--- src/rtl/irq_controller.sv ---
// Multi-source interrupt controller: latches request pulses, masks, arbitrates
// (fixed or rotating priority) and drives a single acknowledged irq line with payload.
module irq_controller #(
   parameter int unsigned NUM_SRC     = 4,
   parameter int unsigned ROUND_ROBIN = 0
) (
   input  logic                   clk,
   input  logic                   rst,
   input  logic [NUM_SRC-1:0]     srcReq,
   input  logic [16*NUM_SRC-1:0]  srcData,
   input  logic                   maskWe,
   input  logic [NUM_SRC-1:0]     maskIn,
   input  logic                   intEn,
   input  logic                   turnOffIRQ,
   output logic                   irq,
   output logic [15:0]            intData,
   output logic [2:0]             intSrc,
   output logic [NUM_SRC-1:0]     pending,
   output logic [NUM_SRC-1:0]     overflow
);

   localparam int unsigned DATA_W = 16;
   localparam int unsigned IDX_W  = 3;
   localparam int unsigned DIST_W = 4;

   typedef enum logic [1:0] {IDLE, ASSERT, RETIRE} state_e;

   state_e                 state_q, state_d;
   logic                   irq_q, irq_d;
   logic [DATA_W-1:0]      int_data_q, int_data_d;
   logic [IDX_W-1:0]       int_src_q, int_src_d;
   logic [IDX_W-1:0]       rr_ptr_q, rr_ptr_d;
   logic [NUM_SRC-1:0]     pending_q, pending_d;
   logic [NUM_SRC-1:0]     overflow_q, overflow_d;
   logic [NUM_SRC-1:0]     mask_q, mask_d;
   logic [DATA_W-1:0]      data_q [NUM_SRC];

   logic [NUM_SRC-1:0]     eligible_c;
   logic [NUM_SRC-1:0]     clr_c;
   logic                   ack_c;
   logic                   grant_vld_c;
   logic [IDX_W-1:0]       grant_idx_c;
   logic [DATA_W-1:0]      grant_data_c;
   logic [DIST_W-1:0]      dist_c;
   logic [DIST_W-1:0]      best_dist_c;

   // Per-source payload capture; a newer request simply overwrites older data.
   always_ff @(posedge clk or negedge rst) begin
      if (!rst) begin
         for (int unsigned i = 0; i < NUM_SRC; i++) data_q[i] <= '0;
      end else begin
         for (int unsigned i = 0; i < NUM_SRC; i++) begin
            if (srcReq[i]) data_q[i] <= srcData[DATA_W*i +: DATA_W];
         end
      end
   end

   always_ff @(posedge clk or negedge rst) begin
      if (!rst) begin
         state_q    <= IDLE;
         irq_q      <= 1'b0;
         int_data_q <= '0;
         int_src_q  <= '0;
         rr_ptr_q   <= '0;
         pending_q  <= '0;
         overflow_q <= '0;
         mask_q     <= '1;
      end else begin
         state_q    <= state_d;
         irq_q      <= irq_d;
         int_data_q <= int_data_d;
         int_src_q  <= int_src_d;
         rr_ptr_q   <= rr_ptr_d;
         pending_q  <= pending_d;
         overflow_q <= overflow_d;
         mask_q     <= mask_d;
      end
   end

   always_comb begin
      state_d      = state_q;
      irq_d        = irq_q;
      int_data_d   = int_data_q;
      int_src_d    = int_src_q;
      rr_ptr_d     = rr_ptr_q;
      mask_d       = maskWe ? maskIn : mask_q;
      eligible_c   = pending_q & ~mask_q;
      ack_c        = (state_q == ASSERT) && turnOffIRQ;
      clr_c        = '0;
      grant_vld_c  = 1'b0;
      grant_idx_c  = '0;
      grant_data_c = '0;
      dist_c       = '0;
      best_dist_c  = '0;

      // Arbitration: rotating picks the eligible source nearest at/after rr_ptr.
      for (int unsigned j = 0; j < NUM_SRC; j++) begin
         if (ROUND_ROBIN != 0) begin
            if (DIST_W'(j) >= DIST_W'(rr_ptr_q)) dist_c = DIST_W'(j) - DIST_W'(rr_ptr_q);
            else dist_c = DIST_W'(j) + DIST_W'(NUM_SRC) - DIST_W'(rr_ptr_q);
         end else begin
            dist_c = DIST_W'(j);
         end
         if (eligible_c[j] && (!grant_vld_c || (dist_c < best_dist_c))) begin
            grant_vld_c = 1'b1;
            best_dist_c = dist_c;
            grant_idx_c = IDX_W'(j);
         end
      end
      for (int unsigned j = 0; j < NUM_SRC; j++) begin
         if (grant_idx_c == IDX_W'(j)) grant_data_c = data_q[j];
         if (ack_c && (int_src_q == IDX_W'(j))) clr_c[j] = 1'b1;
      end

      // A request on the clearing edge wins and is not an overflow.
      pending_d  = (pending_q & ~clr_c) | srcReq;
      overflow_d = overflow_q | (srcReq & pending_q & ~clr_c);

      case (state_q)
         IDLE: begin
            irq_d = 1'b0;
            if (intEn && grant_vld_c) begin
               state_d    = ASSERT;
               irq_d      = 1'b1;
               int_src_d  = grant_idx_c;
               int_data_d = grant_data_c;
            end
         end
         ASSERT: begin
            if (turnOffIRQ) begin
               state_d = RETIRE;
               irq_d   = 1'b0;
            end
         end
         RETIRE: begin
            irq_d   = 1'b0;
            state_d = IDLE;
            if (ROUND_ROBIN != 0) begin
               rr_ptr_d = (int_src_q == IDX_W'(NUM_SRC - 1)) ? '0 : int_src_q + IDX_W'(1);
            end
         end
         default: begin
            state_d = IDLE;
            irq_d   = 1'b0;
         end
      endcase
   end

   assign irq      = irq_q;
   assign intData  = int_data_q;
   assign intSrc   = int_src_q;
   assign pending  = pending_q;
   assign overflow = overflow_q;

endmodule

--- config.mk ---
export PLATFORM = sky130hd
export DESIGN_NAME = irq_controller
export DESIGN_NICKNAME = d
export VERILOG_FILES = /design/src/rtl/irq_controller.sv
export SDC_FILE = /design/constraint.sdc
export NUM_CORES = 1
export LEC_CHECK = 0
export ABC_AREA = 1
export CAP_MARGIN = 20
export CORE_AREA = 2 2 101 103
export CTS_CLUSTER_SIZE = 10
export DETAILED_ROUTE_END_ITERATION = 6
export DIE_AREA = 0 0 103 105
export PLACE_DENSITY = 0.76
export SKIP_CTS_REPAIR_TIMING = 1
export SYNTH_ARGS = -nofsm -noshare
export SYNTH_HDL_FRONTEND = slang
export SYNTH_SLANG_ARGS = --single-unit
--- constraint.sdc ---
create_clock -name clk -period 4 [get_ports clk]
set_input_delay 0.6 -clock clk [delete_from_list [all_inputs] [get_ports clk]]
set_output_delay 0.6 -clock clk [all_outputs]
set_load 0.02 [all_outputs]
Yosys cells after proc, flatten, opt, wreduce, memory -nomap -nowiden --
Cells that the tools add are included.
Word-level totals: latch bits 0, flip-flop bits (word level) 98, word-level logic and storage cells 72, output and inout port bits 28, RAM bits 0, memory bits (read-only) 0, memories 0
Cells by class: mux-type cells 23, shifts and indexed selects 0, eq/ne operators 9, $add $sub $neg 0, bitwise logic cells 8, order comparisons 2, $mul 0, div/mod/pow operators 0, reduce and logical (&&, ||, !) cells 19
Operators with widths (count):
- $mux 16 | 4
- $and 4x4->4 | 4
- $eq 3x2->1 const B | 4
- $mux 1 | 12
- $logic_and 1x1->1 | 9
- $lt 2x4->1 const A | 2
- $not 4->4 | 2
- $or 4x4->4 | 2
- $eq 3x1->1 const B | 2
- $logic_not 3->1 | 2
- $mux 3 | 2
- $mux 2 | 2
- $mux 4 | 1
- $ne 2x2->1 const B | 2
- $pmux 2 s2 | 1
- $reduce_and 2->1 | 2
- $logic_not 1->1 | 3
- $eq 2x1->1 const B | 1
- $logic_not 2->1 | 1
- $logic_or 1x1->1 | 2
- $pmux 1 s2 | 1

Depth between registers and ports, before layout --
depth in word-level cells 19, depth in mapped cells 10

Least setup slack after synthesis --
OpenSTA, ideal clock, no wires.
path kind input -> register, start point input port srcReq[1], end point register data_q[38] (netlist name), slack 2.629 ns, required time 3.883 ns, stages on the path 5, arrival time 1.254 ns, library setup time 0.117 ns, path buffers 2, cell sequence buf_2 -> clkinv_1 -> clkbuf_1 -> nand2_1 -> nand2_1
RTL lines:
- start: declaration | RTL line 9 | input logic [NUM_SRC-1:0] srcReq,
- end signal: indexed assignment | RTL line 53 | if (srcReq[i]) data_q[i] <= srcData[DATA_W*i +: DATA_W];
- end: declaration | RTL line 36 | logic [DATA_W-1:0] data_q [NUM_SRC];

Final worst setup path --
start point input port srcReq[1], end point register overflow_q[1], in the netlist overflow[1]
On the way: longest elaborated chain between the ends 3
Ends and longest elaborated chain:
- $and 4x4->4 (2 in a row) | RTL line 117 | overflow_d = overflow_q | (srcReq & pending_q & ~clr_c);
- $or 4x4->4 | RTL line 117
- net overflow_d[1] | RTL line 34 | logic [NUM_SRC-1:0] overflow_q, overflow_d;
- end signal: assignment | RTL line 75 | overflow_q <= overflow_d;
- end: declaration | RTL line 34
The timed path passes the listed nets, and every way through them passes these cells. A chain may end at the register's enable or synchronous reset.

==> impl_metrics.tcl <==
set metrics [dict create \
    cts-root-buf "clkbuf_8" \
    endpoint_kind "register" \
    antenna_found_initial 0 \
    synthCells 530 \
    drcViolationCount 0 \
    hpwl_um 7550 \
    synth_nets 607 \
    fin_tns_setup_ns 0 \
    ir_worst_vdd_v 0.000329 \
    dieArea_um2 10800 \
    grt_pass1_wl_um 16800 \
    wl_per_cell_um 13.3 \
    wirelength_um 10100 \
    hold_class "in -> async" \
    layout.nets 697 \
    worstPathRequired_ns 4.26 \
    vias 3662 \
    cts_tree "yes" \
    critPathLaunch "srcReq[1]" \
    grt_setup_unrepaired "false" \
    die-height_um 105 \
    drv_cap 0 \
    fin_skew_ns 0.00942 \
    yosys_register_bits 97 \
    cts_buffer_depth 2 \
    fin_crit_sh_pct 54.0 \
    p_int_uw 1750 \
    ant_nets 0 \
    slew_viol_final 0 \
    coreArea_um2 9640 \
    outcome "complete, no violations" \
    start_util_pct 44.5 \
    vias_per_cell 4.83 \
    cellPowerDensity_nw_per_um2 475 \
    pwr-share-clk_pct 22.5 \
    synth_warnings 0 \
    holdWs_ns 0.336 \
    ys_seq_area_share_pct 56.7 \
    numClockSinks 97 \
    syn2layout_area_growth_pct 28.8 \
    die_width_um 103 \
    dp_worst_setup_slack_ns 1.50 \
    p_sw_share_pct 33.4 \
    finalSetupViolations 0 \
    worstPathArrival_ns 2.42 \
    drive_above_1_share_pct 4.96 \
    track_usage_pct 19.8 \
    layout_setup_ws_ns 1.84 \
    dr.pass1.iters 5 \
    drt_iter0_markers 208 \
    clk_pin_slew_worst_paths_ns 0.09 \
    h-tree-depth 3 \
    insertion_delay_ns 0.35 \
    critPathMaxFanout 18 \
    num_rows 36 \
    port_buffers 103 \
    switching_power_uw 877 \
    pin_count 105 \
    grt_max_degree 73 \
    gp_congestion 0.841 \
    worst_slew_pin_slew_ns 0.936 \
    crit_type "in -> reg" \
    fmax_ghz 0.463 \
    avgSynthCellArea_um2 8.10 \
    grt_pass1_vias 3672 \
    cts_made_buffers 9 \
    p_seq_share_pct 47.5 \
    slew_headroom_pct 37.4 \
    overflow 0 \
    yosysTopAreaCellShare_pct 54.2 \
    antennaDiodeCount 0 \
    rr_startpoint "mask_q[1]" \
    synth_cell_types 24 \
    start_kind "primary input" \
    hold_violations 0 \
    power_frac_comb_pct 30.0 \
    synth_top_area_cell "dfrtp_1" \
    p_leak_uw 0.00276 \
    final.min_clock_period_ns 2.16 \
    syn-cell-area_um2 4290 \
    synthTopCellsByArea "dfrtp_1 54%, nand2_1 20%, nor2_1 4.6%, o21ai_0 3.3%, inv_1 3.1%" \
]
## metal layers
| layer | routed length (µm) | GRT usage (%) | part of all wire, % |
|---|---|---|---|
| met5 | 0 | 0 | 0 |
| met1 | 4400 | 26.1 | 44 |
| met2 | 4830 | 32.3 | 48 |
| met4 | 281 | 7.80 | 2.8 |
| met3 | 582 | 3.21 | 5.8 |
## metrics by stage
stage	util [%]	instances	area, µm²	power, µW
2_1_floorplan	-	530	4290	1680
4_1_cts	57.4	758	5530	2650
3_3_place_gp	55.5	742	5350	2040
6_report	57.4	758	5530	2630
5_1_grt	57.4	758	5530	2790
3_5_place_dp	55.5	742	5350	2060
## synthesized netlist by cell type (all sizes together)
| cell | count |
|---|---|
| nand2 | 229 |
| dfrtp | 93 |
| nor2 | 53 |
| inv | 38 |
| o21ai | 29 |
| nand3 | 24 |
| nand4 | 18 |
| buf | 15 |
| clkbuf | 11 |
| a21oi | 9 |
| dfstp | 4 |
| o21bai | 4 |
| clkinv | 2 |
| conb | 1 |
## critical path, cell delays in order
cell	delay [ns]
clkdlybuf4s50_1	0.89
clkinv_1	0.63
o21bai_1	0.30
## cells by family after synthesis
family,share of synthesized area (%)
compound gates,5.22
buf+inv,7.08
flops,56.7
other cells,0.0874
simple gates,31.0
## sequential cells by signal, summed over array words and instances (netlist names)
signal / count
intSrc: 2
state_q: 2
pending: 4
mask_q: 4
overflow: 4
intData: 16
data_q: 64
irq: 1
## power by group through the flow
stage	Sequential, µW	Combinational (µW)	Clock, µW
finish	1250	787	591
global route	1270	876	643
global placement	1260	779	0
CTS	1250	798	602
floorplan	1360	328	0
detailed placement	1260	797	0
## cell usage in the layout, fill, tap and decap left out
cell               n
nand2_1          226
clkdlybuf4s50_1  102
dfrtp_1           93
nor2_1            53
inv_1             36
o21ai_0           28
nand3_1           22
nand4_1           17
clkbuf_8          11
a21oi_1            8
o21bai_1           4
dfstp_2            4
buf_4              3
clkinv_1           2
nand2_2            2
nand3_2            2
inv_2              2
clkinv_2           2
nand2_4            1
nand4_4            1
o21ai_1            1
a21oi_2            1
conb_1             1
inv_6              1
clkbuf_1           1
clkinvlp_4         1
## final cells by class
cell class	instances	area (µm²)
Fill cell	940	4110
Sequential cell	97	2430
Multi-Input combinational cell	367	1560
Timing Repair Buffer	105	1040
Tap cell	133	166
Clock buffer	12	155
Inverter	40	150
Clock inverter	4	26.3
## path summary, 6_finish.rpt
kind	to	slack (ns)	cells past startpoint
min in group clk	data_q[38]	0.48	2
worst min register to register	data_q[38]	0.48	2
worst max-delay path	overflow[1]	1.84	3
worst max register to register	intData[8]	2.01	8
max in group asynchronous	data_q[49]	2.72	2
worst min-delay path	overflow[2]	0.34	1
No activity file was read; power rests on OpenSTA's default activity.
